**src/rtl/sdhc_register_bank_if.sv**
```systemverilog
// rtl/sdhc_register_bank_if.sv - host register port bundle for sdhc_register_bank
interface sdhc_register_bank_if;
  logic [7:0]  Host_Addr;
  logic        Host_Wr_En;
  logic [15:0] Host_Wdata;
  logic        Host_Rd_En;
  logic [15:0] Host_Rdata;

  modport master (
    output Host_Addr,
    output Host_Wr_En,
    output Host_Wdata,
    output Host_Rd_En,
    input  Host_Rdata
  );

  modport slave (
    input  Host_Addr,
    input  Host_Wr_En,
    input  Host_Wdata,
    input  Host_Rd_En,
    output Host_Rdata
  );
endinterface

```
**src/rtl/sdhc_register_bank.sv**
```systemverilog
// rtl/sdhc_register_bank.sv - SD host transfer register bank and transfer tracker
// Optional feature macro: SDHC_GAP_STOP_EN (stop-at-block-gap, GAP_STOP state, Xfer_Paused, BGC bits 0/1)
module sdhc_register_bank (
  input  logic                   CLK,
  input  logic                   RESET_L,
  sdhc_register_bank_if.slave    host,
  input  logic                   Block_Done,
  output logic [15:0]            Block_Size_Register,
  output logic [15:0]            Block_Count_Register,
  output logic [15:0]            Transfer_Mode_Register,
  output logic [15:0]            Command_Register,
  output logic [31:0]            Present_State_Register,
  output logic [7:0]             Block_Gap_Control_Register,
  output logic                   Xfer_Complete,
  output logic                   Xfer_Paused
);

  localparam logic [7:0] A_BSZ = 8'h04;
  localparam logic [7:0] A_BC  = 8'h06;
  localparam logic [7:0] A_TM  = 8'h0C;
  localparam logic [7:0] A_CMD = 8'h0E;
  localparam logic [7:0] A_PSL = 8'h24;
  localparam logic [7:0] A_PSH = 8'h26;
  localparam logic [7:0] A_BGC = 8'h2A;

`ifdef SDHC_GAP_STOP_EN
  typedef enum logic [1:0] {ST_IDLE, ST_ACTIVE, ST_GAP_STOP} state_t;
`else
  typedef enum logic [1:0] {ST_IDLE, ST_ACTIVE} state_t;
`endif

  state_t      r_state;
  state_t      w_next;

  logic [11:0] r_bsz;
  logic [15:0] r_bc;
  logic [3:0]  r_tm;       // {multi-block, direction, block count enable, DMA enable}
  logic [15:0] r_cmd;
  logic [1:0]  r_ps;       // Present State bits 9:8
  logic [15:0] r_rdata;
  logic        r_complete;

  logic        w_idle;
  logic        w_wr_bsz;
  logic        w_wr_bc;
  logic        w_wr_tm;
  logic        w_wr_cmd;
  logic        w_last;
  logic        w_dec;
  logic        w_set_dir;
  logic        w_clr_dir;
  logic        w_complete;
  logic [15:0] w_tm_full;
  logic [7:0]  w_bgc_full;
  logic [15:0] w_rd_mux;

`ifdef SDHC_GAP_STOP_EN
  logic [1:0]  r_bgc;
  logic        r_paused;
  logic        w_wr_bgc;

  assign w_wr_bgc   = host.Host_Wr_En && (host.Host_Addr == A_BGC);
  assign w_bgc_full = {6'd0, r_bgc};
  assign Xfer_Paused = r_paused;
`else
  assign w_bgc_full = 8'h00;
  assign Xfer_Paused = 1'b0;
`endif

  // Transfer-defining registers are frozen while a transfer is in flight
  assign w_idle   = (r_state == ST_IDLE);
  assign w_wr_bsz = host.Host_Wr_En && (host.Host_Addr == A_BSZ) && w_idle;
  assign w_wr_bc  = host.Host_Wr_En && (host.Host_Addr == A_BC)  && w_idle;
  assign w_wr_tm  = host.Host_Wr_En && (host.Host_Addr == A_TM)  && w_idle;
  assign w_wr_cmd = host.Host_Wr_En && (host.Host_Addr == A_CMD) && w_idle;

  // Single-block mode always ends after one block; counted mode ends on the final count
  assign w_last = !r_tm[3] || (r_tm[1] && (r_bc == 16'd1));
  assign w_dec  = (r_state == ST_ACTIVE) && Block_Done && r_tm[1] && (r_bc != 16'd0);

  assign w_tm_full = {10'd0, r_tm[3], r_tm[2], 2'b00, r_tm[1], r_tm[0]};

  // Next-state and transfer event decode
  always_comb begin
    w_next     = r_state;
    w_set_dir  = 1'b0;
    w_clr_dir  = 1'b0;
    w_complete = 1'b0;
    case (r_state)
      ST_IDLE: begin
        if (w_wr_cmd) begin
          if (r_tm[3] && r_tm[1] && (r_bc == 16'd0)) begin
            w_complete = 1'b1;
          end else begin
            w_next    = ST_ACTIVE;
            w_set_dir = 1'b1;
          end
        end
      end
      ST_ACTIVE: begin
        if (Block_Done) begin
          if (w_last) begin
            w_next     = ST_IDLE;
            w_clr_dir  = 1'b1;
            w_complete = 1'b1;
          end
`ifdef SDHC_GAP_STOP_EN
          else if (r_bgc[0]) begin
            w_next    = ST_GAP_STOP;
            w_clr_dir = 1'b1;
          end
`endif
        end
      end
`ifdef SDHC_GAP_STOP_EN
      ST_GAP_STOP: begin
        if (w_wr_bgc && host.Host_Wdata[1]) begin
          w_next    = ST_ACTIVE;
          w_set_dir = 1'b1;
        end
      end
`endif
      default: begin
        w_next = ST_IDLE;
      end
    endcase
  end

  // FSM state register
  always_ff @(posedge CLK or negedge RESET_L) begin
    if (!RESET_L) begin
      r_state <= ST_IDLE;
    end else begin
      r_state <= w_next;
    end
  end

  // Host-programmed transfer registers and block count tracking
  always_ff @(posedge CLK or negedge RESET_L) begin
    if (!RESET_L) begin
      r_bsz <= '0;
      r_bc  <= '0;
      r_tm  <= '0;
      r_cmd <= '0;
    end else begin
      if (w_wr_bsz) r_bsz <= host.Host_Wdata[11:0];
      if (w_wr_tm)  r_tm  <= {host.Host_Wdata[5], host.Host_Wdata[4],
                              host.Host_Wdata[1], host.Host_Wdata[0]};
      if (w_wr_cmd) r_cmd <= host.Host_Wdata;
      if (w_wr_bc) begin
        r_bc <= host.Host_Wdata;
      end else if (w_dec) begin
        r_bc <= r_bc - 16'd1;
      end
    end
  end

  // Present State direction bits and the completion pulse
  always_ff @(posedge CLK or negedge RESET_L) begin
    if (!RESET_L) begin
      r_ps       <= 2'b00;
      r_complete <= 1'b0;
    end else begin
      r_complete <= w_complete;
      if (w_set_dir) begin
        r_ps <= r_tm[2] ? 2'b10 : 2'b01;
      end else if (w_clr_dir) begin
        r_ps <= 2'b00;
      end
    end
  end

`ifdef SDHC_GAP_STOP_EN
  // Block gap control: continue bit lives for one cycle; pause flag tracks GAP_STOP
  always_ff @(posedge CLK or negedge RESET_L) begin
    if (!RESET_L) begin
      r_bgc    <= 2'b00;
      r_paused <= 1'b0;
    end else begin
      r_paused <= (w_next == ST_GAP_STOP);
      if (w_wr_bgc) begin
        r_bgc <= host.Host_Wdata[1:0];
      end else begin
        r_bgc[1] <= 1'b0;
      end
    end
  end
`endif

  // Read decode on pre-write register values
  always_comb begin
    w_rd_mux = 16'h0000;
    case (host.Host_Addr)
      A_BSZ:   w_rd_mux = {4'd0, r_bsz};
      A_BC:    w_rd_mux = r_bc;
      A_TM:    w_rd_mux = w_tm_full;
      A_CMD:   w_rd_mux = r_cmd;
      A_PSL:   w_rd_mux = {6'd0, r_ps, 8'd0};
      A_PSH:   w_rd_mux = 16'h0000;
      A_BGC:   w_rd_mux = {8'd0, w_bgc_full};
      default: w_rd_mux = 16'h0000;
    endcase
  end

  // Read data register holds until the next read strobe
  always_ff @(posedge CLK or negedge RESET_L) begin
    if (!RESET_L) begin
      r_rdata <= '0;
    end else if (host.Host_Rd_En) begin
      r_rdata <= w_rd_mux;
    end
  end

  assign host.Host_Rdata                = r_rdata;
  assign Block_Size_Register            = {4'd0, r_bsz};
  assign Block_Count_Register           = r_bc;
  assign Transfer_Mode_Register         = w_tm_full;
  assign Command_Register               = r_cmd;
  assign Present_State_Register         = {22'd0, r_ps, 8'd0};
  assign Block_Gap_Control_Register     = w_bgc_full;
  assign Xfer_Complete                  = r_complete;

endmodule
```
**src/flat_wrapper.sv**
```systemverilog
// flat-port wrapper written by rule: the top's interface ports become plain ports
module sdhc_register_bank_flat 
  (CLK, RESET_L, Block_Done, Block_Size_Register, Block_Count_Register, Transfer_Mode_Register, Command_Register, Present_State_Register, Block_Gap_Control_Register, Xfer_Complete, Xfer_Paused, host_Host_Addr, host_Host_Wr_En, host_Host_Wdata, host_Host_Rd_En, host_Host_Rdata);
  sdhc_register_bank_if host_i ();
  input  logic CLK;
  input  logic RESET_L;
  input  logic Block_Done;
  output logic [15:0] Block_Size_Register;
  output logic [15:0] Block_Count_Register;
  output logic [15:0] Transfer_Mode_Register;
  output logic [15:0] Command_Register;
  output logic [31:0] Present_State_Register;
  output logic [7:0] Block_Gap_Control_Register;
  output logic Xfer_Complete;
  output logic Xfer_Paused;
  input wire logic [$bits(host_i.Host_Addr)-1:0] host_Host_Addr;
  input wire logic [$bits(host_i.Host_Wr_En)-1:0] host_Host_Wr_En;
  input wire logic [$bits(host_i.Host_Wdata)-1:0] host_Host_Wdata;
  input wire logic [$bits(host_i.Host_Rd_En)-1:0] host_Host_Rd_En;
  output wire logic [$bits(host_i.Host_Rdata)-1:0] host_Host_Rdata;
  assign host_i.Host_Addr = host_Host_Addr;
  assign host_i.Host_Wr_En = host_Host_Wr_En;
  assign host_i.Host_Wdata = host_Host_Wdata;
  assign host_i.Host_Rd_En = host_Host_Rd_En;
  assign host_Host_Rdata = host_i.Host_Rdata;
  sdhc_register_bank u_core (.CLK(CLK), .RESET_L(RESET_L), .host(host_i), .Block_Done(Block_Done), .Block_Size_Register(Block_Size_Register), .Block_Count_Register(Block_Count_Register), .Transfer_Mode_Register(Transfer_Mode_Register), .Command_Register(Command_Register), .Present_State_Register(Present_State_Register), .Block_Gap_Control_Register(Block_Gap_Control_Register), .Xfer_Complete(Xfer_Complete), .Xfer_Paused(Xfer_Paused));
endmodule
```
**config.mk**
```make
export PLATFORM = sky130hd
export DESIGN_NAME = sdhc_register_bank_flat
export DESIGN_NICKNAME = d
export VERILOG_FILES = /design/src/rtl/sdhc_register_bank_if.sv /design/src/rtl/sdhc_register_bank.sv /design/src/flat_wrapper.sv
export SDC_FILE = /design/constraint.sdc
export NUM_CORES = 1
export LEC_CHECK = 0
export CAP_MARGIN = 20
export CORE_UTILIZATION = 40
export CTS_CLUSTER_SIZE = 25
export DETAILED_ROUTE_END_ITERATION = 7
export PLACE_DENSITY = 0.82
export SYNTH_ARGS = -nofsm -noshare
export SYNTH_HDL_FRONTEND = slang
export SYNTH_SLANG_ARGS = --single-unit
```
**constraint.sdc**
```tcl
create_clock -name CLK -period 2.2 [get_ports CLK]
set_input_delay 0.22 -clock CLK [delete_from_list [all_inputs] [get_ports CLK]]
set_output_delay 0.22 -clock CLK [all_outputs]
set_load 0.02 [all_outputs]
```
After elaboration in Yosys (flattened, before gate mapping)
Index checks and enable logic that the tools add are counted. Widths: inputs -> output; s select.

Output and inout bits: 122. Logic and storage cells: 62. Bits of input ports: 29. Register bits: 69.

Mux-type cells: 20. Reductions and logical operators: 22. Equality and inequality tests: 11. Add/subtract/negate cells: 1.

Operator list (number): $pmux 16 s5 (1); $mux 16 (2); $eq 16x1->1 const B (1); $eq 8x3->1 const B (2); $eq 8x4->1 const B (2); $logic_not 16->1 (1); $reduce_bool 16->1 (1); $sub 16x1->16 const B (1); $logic_and 1x1->1 (14); $mux 2 (7); $eq 8x6->1 const B (1); $mux 1 (8); $ne 2x2->1 const B (3); $pmux 2 s2 (1); $reduce_and 4->1 (1); $reduce_bool 2->1 (2); $eq 2x1->1 const B (1); $logic_not 2->1 (1); $ne 2x1->1 const B (1); $pmux 1 s2 (1); $logic_not 1->1 (1); $logic_or 1x1->1 (1).

Depth between registers and ports, before layout
Gate-level depths: netlist of the first run.

Depth after elaboration: 8. Mapped depth: 7. Depth with buffers taken out: 7.

Worst setup path before layout of the first run
No wires, ideal clock.

Path kind: register to register. Start point: register u_core.r_bc[2], in the netlist u_core.Block_Count_Register[2]. End point: register u_core.r_bc[15], in the netlist u_core.Block_Count_Register[15]. Clock period less this slack: 2.227 ns. Library setup time: 0.124 ns. Slack: -0.027 ns. Arrival: 2.103 ns. Stages on the path, launching flop included: 7. Required time: 2.076 ns. Path buffers: 2. Path through: dfrtp_1 buf_6 or4_4 buf_6 or4_4 o211a_1 a211o_1.

Cells in the longest elaborated chain, start to end: 3. Elaborated cells on any way between the ends: 6. Classes of those cells: add/sub: 1; mux: 2; reduce/logical: 3.

RTL lines: from (decl) (RTL line sdhc_register_bank.sv:36) `logic [15:0] r_bc;`; from (signal assigned) (RTL line sdhc_register_bank.sv:151) `r_bc <= host.Host_Wdata;`; from (signal assigned) (RTL line sdhc_register_bank.sv:153) `r_bc <= r_bc - 16'd1;`; $sub 16x1->16 / $reduce_bool 16->1 (equally long branches) (RTL line sdhc_register_bank.sv:153, sdhc_register_bank.sv:79); $mux 16 / $logic_and 1x1->1 (equally long branches) (RTL line sdhc_register_bank.sv:152, sdhc_register_bank.sv:79); $mux 16 / $reduce_bool 2->1 (equally long branches).

Several ways; a longest one is shown, not always the timed one. The select of a mux whose other input is x is not followed. A chain may end at the register's enable or synchronous reset.

Final worst setup path of the first run
Start point: register u_core.r_bc[0], in the netlist u_core.Block_Count_Register[0]. End point: register u_core.r_bc[15], in the netlist u_core.Block_Count_Register[15].

Same word-level chain as after synthesis.

==> flow_metrics.env, run 1 <==
export IMPL_remaining_drc_errors=0
export IMPL_via_per_inst=5.136
export IMPL_detail_route_wl_per_cell_microns=17.33
export IMPL_synthCells=367
export IMPL_firstDrtPassIters=5
export IMPL_crit_path_end_kind="register"
export IMPL_syn_cell_area_sq_um=3929
export IMPL_fin_setup_tns_ns=0
export IMPL_io_pin_count=151
export IMPL_r2r_end="u_core.Block_Count_Register[15]"
export IMPL_numPortBuffers=95
export IMPL_grt_first_pass_wirelength_mm=17.15
export IMPL_cts_tree="built"
export IMPL_placedCellCount=623
export IMPL_layout_nets=539
export IMPL_syn_area_per_cell_sq_um=10.71
export IMPL_p_seq_share_pct=39.8
export IMPL_vdd_drop_max_uv=319.3
export IMPL_reg2reg_from="u_core.Block_Count_Register[0]"
export IMPL_floorplan_initialDensity_pct=41.92
export IMPL_post_synth_num_cell_types=61
export IMPL_wirelength_mm=11.13
export IMPL_clock_skew_ns=0.01436
export IMPL_synthArstFlopShare_pct=100.0
export IMPL_detailedRoute_firstIterationViolations=167
export IMPL_synth_edff_count=0
export IMPL_power_combinational_fraction_pct=21.9
export IMPL_cpMostUsedCell="sky130_fd_sc_hd__or4_4"
export IMPL_grtUsageMet1_pct=29.95
export IMPL_cp_required_ns=2.44
export IMPL_area_growth_pct=38.22
export IMPL_seq_area_frac_synth_pct=43.31
export IMPL_final_hold_violation_count=0
export IMPL_globalRouteMet3Util_pct=5.201
export IMPL_gp_congestion=0.8480
export IMPL_insertedDiodeCount=0
export IMPL_outcome="complete, no violations"
export IMPL_min_delay_path_class="input pin to async pin"
export IMPL_cp_cell_sequence="buf_4 > or4_4 > or4_4 > o211a_1 > a211o_1"
export IMPL_tritoncts_num_buffers=9
export IMPL_cts_root_to_sink_buffers=2
export IMPL_hpwlAfterDp_mm=8.386
export IMPL_crit_path_start_kind="register"
export IMPL_number_of_maximum_capacitance_violations=0
export IMPL_internal_power_mw=2.382
export IMPL_total_leakage_power_nw=2.546
export IMPL_die_width_microns=101.1
export IMPL_worst_ep_arrival_time_ns=2.39
export IMPL_num_rows=35
export IMPL_cp_slowest_cell="sky130_fd_sc_hd__or4_4"
export IMPL_unrepaired_setup_endpoints_after_global_routing="no"
export IMPL_setup_worst_path_class="register to register"
export IMPL_routed_via_count=3297
export IMPL_layout_cells_most_common_list="94 x sky130_fd_sc_hd__clkdlybuf4s50_1, 67 x sky130_fd_sc_hd__dfrtp_1, 55 x sky130_fd_sc_hd__conb_1, 49 x sky130_fd_sc_hd__buf_4, 25 x sky130_fd_sc_hd__mux2_1"
export IMPL_clock_tree_htree_level_count=3
export IMPL_worst_setup_hold_path_clk_slew_ns=0.08
export IMPL_p_sw_share_pct=29.46
export IMPL_fill_cells=774
export IMPL_finalCriticalPeriod_ns=2.156
export IMPL_first_global_vias=3211
export IMPL_synth_seq_cells=68
export IMPL_power_density_nw_per_um2=621.9
export IMPL_finalNonFillerCells=642
export IMPL_grt_util_met2_pct=35.85
export IMPL_busiest_layer="met2"
export IMPL_ys_flop_type="sky130_fd_sc_hd__dfrtp_1"
export IMPL_coreArea_sq_um=9371
export IMPL_synthesis_yosys_warnings=0
export IMPL_cp_num_buf_inv=1
export IMPL_max_clock_freq_ghz=0.4637
export IMPL_crit_start="u_core.Block_Count_Register[0]"
export IMPL_finalCritPeriodShare_pct=98.02
export IMPL_worst_skew_pair_late_latency_ns=0.36
export IMPL_cts_num_sinks=68
export IMPL_max_stage_delay_ns=0.53
export IMPL_net_switching_power_uw=994.7
export IMPL_grt_ovfl_total=0
export IMPL_worst_path_dominant_cell_family="simple AND/OR/NAND/NOR gates"
export IMPL_die_area_sq_um=10220
export IMPL_r2r_worst_path_cells=5
export IMPL_layout_cells_most_common="sky130_fd_sc_hd__clkdlybuf4s50_1"
export IMPL_setup_violations=0
export IMPL_clk_network_pwr_share_pct=38.3
export IMPL_critical_path_max_fanout=3
export IMPL_grt_util_all_layers_pct=22.31
export IMPL_grt_antenna_before_repair=0
export IMPL_layout_drive_gt1_share_pct=20.08
export IMPL_drt_antenna_violating_nets=0
export IMPL_worst_r2r_setup_slack_ns=0.04
export IMPL_pin_count_of_the_biggest_net_entering_global_routing=31
export IMPL_maxSlewViolCount=0
export IMPL_clock_root_buffer="sky130_fd_sc_hd__clkbuf_8"
export IMPL_die_h_microns=101.1
==> sequential cells by signal, indices dropped and copies added, names as in the netlist <==
register and flops:
u_core.Block_Count_Register 16, u_core.r_state 1, u_core.r_bsz 12, u_core.Command_Register 16
u_core.Xfer_Complete 1, u_core.r_tm 4, u_core.r_ps 2, u_core.host.Host_Rdata 16
==> power groups by stage <==
stage	Clock (mW)	Combinational [mW]	Sequential [mW]
2_1_floorplan	0	0.393	1.42
3_3_place_gp	0	0.702	1.36
3_5_place_dp	0	0.709	1.37
4_1_cts	1.30	0.714	1.34
5_1_grt	1.36	0.795	1.35
6_report	1.29	0.741	1.34
==> stage by stage <==
stage	power (mW)	util (%)	hold WS, ns	worst slack, ns	area [sq um]
CTS	3.358	57.49	0.3024	0.01924	5388
finish	3.377	57.94	0.2936	0.04352	5430
global placement	2.067	54.74	0.1308	-0.01187	5130
floorplan	1.811	-	-0.07559	0.005327	4133
global route	3.506	57.94	0.3237	0.002959	5430
detailed placement	2.076	54.74	0.1306	-0.03553	5130
==> worst register-to-register path, cell delays in order (launching register included) <==
cell and delay [ns]:
sky130_fd_sc_hd__dfrtp_1 0.41, sky130_fd_sc_hd__buf_4 0.15, sky130_fd_sc_hd__or4_4 0.53, sky130_fd_sc_hd__or4_4 0.44, sky130_fd_sc_hd__o211a_1 0.24, sky130_fd_sc_hd__a211o_1 0.26
==> layer usage <==
metal  up-vias  part of all wire [%]
met1      1600                    43
li1       1509                     -
met5         -                     0
met4         0                   1.4
met2       169                    48
met3        19                   7.7
==> cell families (layout without fill, tap and decap cells) <==
kind of cell               after synthesis  after routing  share of synthesized area, %
buffers and inverters                   91            183                         14.39
and+or+nand+nor                         88             88                         13.98
muxes                                   49             49                         15.03
other                                    1             55                       0.09545
DFF                                     68             68                         43.31
adders and majority gates                2              2                        0.6368
xor gates and xnor gates                 4              4                        0.8919
AOI/OAI and AO/OA                       64             64                         11.66
==> worst max path at each step <==
stage,end,slack (ns),cells after the start
2_1_floorplan,u_core.Block_Count_Register[15],0.005,5
3_3_place_gp,u_core.r_tm[0],-0.01,7
3_5_place_dp,u_core.r_tm[3],-0.04,7
4_1_cts,u_core.Block_Count_Register[14],0.02,8
5_1_grt,u_core.Block_Count_Register[13],0.003,7
6_report,u_core.Block_Count_Register[15],0.04,5
==> synth_stat cells, types with 3 or more instances <==
cell type / instances / area share (%)
sky130_fd_sc_hd__a21o_1: 5 / 0.96
sky130_fd_sc_hd__a21oi_1: 6 / 0.76
sky130_fd_sc_hd__a221o_1: 5 / 1.3
sky130_fd_sc_hd__a22oi_1: 8 / 1.5
sky130_fd_sc_hd__and3_1: 4 / 0.64
sky130_fd_sc_hd__buf_1: 3 / 0.29
sky130_fd_sc_hd__buf_4: 55 / 11
sky130_fd_sc_hd__clkbuf_1: 9 / 0.86
sky130_fd_sc_hd__dfrtp_1: 68 / 43
sky130_fd_sc_hd__inv_1: 20 / 1.9
sky130_fd_sc_hd__mux2_1: 25 / 7.2
sky130_fd_sc_hd__mux2_2: 15 / 4.3
sky130_fd_sc_hd__mux2i_1: 5 / 1.3
sky130_fd_sc_hd__mux4_2: 4 / 2.3
sky130_fd_sc_hd__nand2_1: 10 / 0.96
sky130_fd_sc_hd__nand3_1: 14 / 1.8
sky130_fd_sc_hd__nand4_1: 3 / 0.48
sky130_fd_sc_hd__nor2_1: 18 / 1.7
sky130_fd_sc_hd__nor3_1: 6 / 0.76
sky130_fd_sc_hd__nor4_1: 6 / 0.96
sky130_fd_sc_hd__nor4_2: 3 / 0.96
sky130_fd_sc_hd__nor4b_1: 3 / 0.67
sky130_fd_sc_hd__o21ai_1: 7 / 0.89
sky130_fd_sc_hd__o21bai_1: 4 / 0.76
sky130_fd_sc_hd__o22ai_1: 12 / 1.9
sky130_fd_sc_hd__o31ai_1: 3 / 0.57
==> final cells by class <==
cell class / count / area, sq um / area share (%)
Timing Repair Buffer: 147 / 1355 / 24.95
Tap cell: 129 / 161.4 / 2.972
Sequential cell: 68 / 1703 / 31.36
Clock inverter: 7 / 121.4 / 2.235
Clock buffer: 9 / 123.9 / 2.281
Inverter: 20 / 75.07 / 1.382
Multi-Input combinational cell: 262 / 1891 / 34.82
==> what timing repair did <==
item | 4_1_cts | 5_1_grt
gates resized for setup | 1 | 5
hold endpoints to repair | 10 | 0
endpoints found under the setup margin | 3 | 12
buffers inserted | 0 | 2
hold buffers | 1 | 0
pin swaps | 0 | 2
No activity file was read; power rests on OpenSTA's default activity.
==> run 2: changes to the inputs <==
- GPL_ROUTABILITY_DRIVEN: not set -> 1
- SKIP_LAST_GASP: not set -> 1
==> results of run 2 <==
The final DEF is identical to that of run 1; final timing and power are the same.
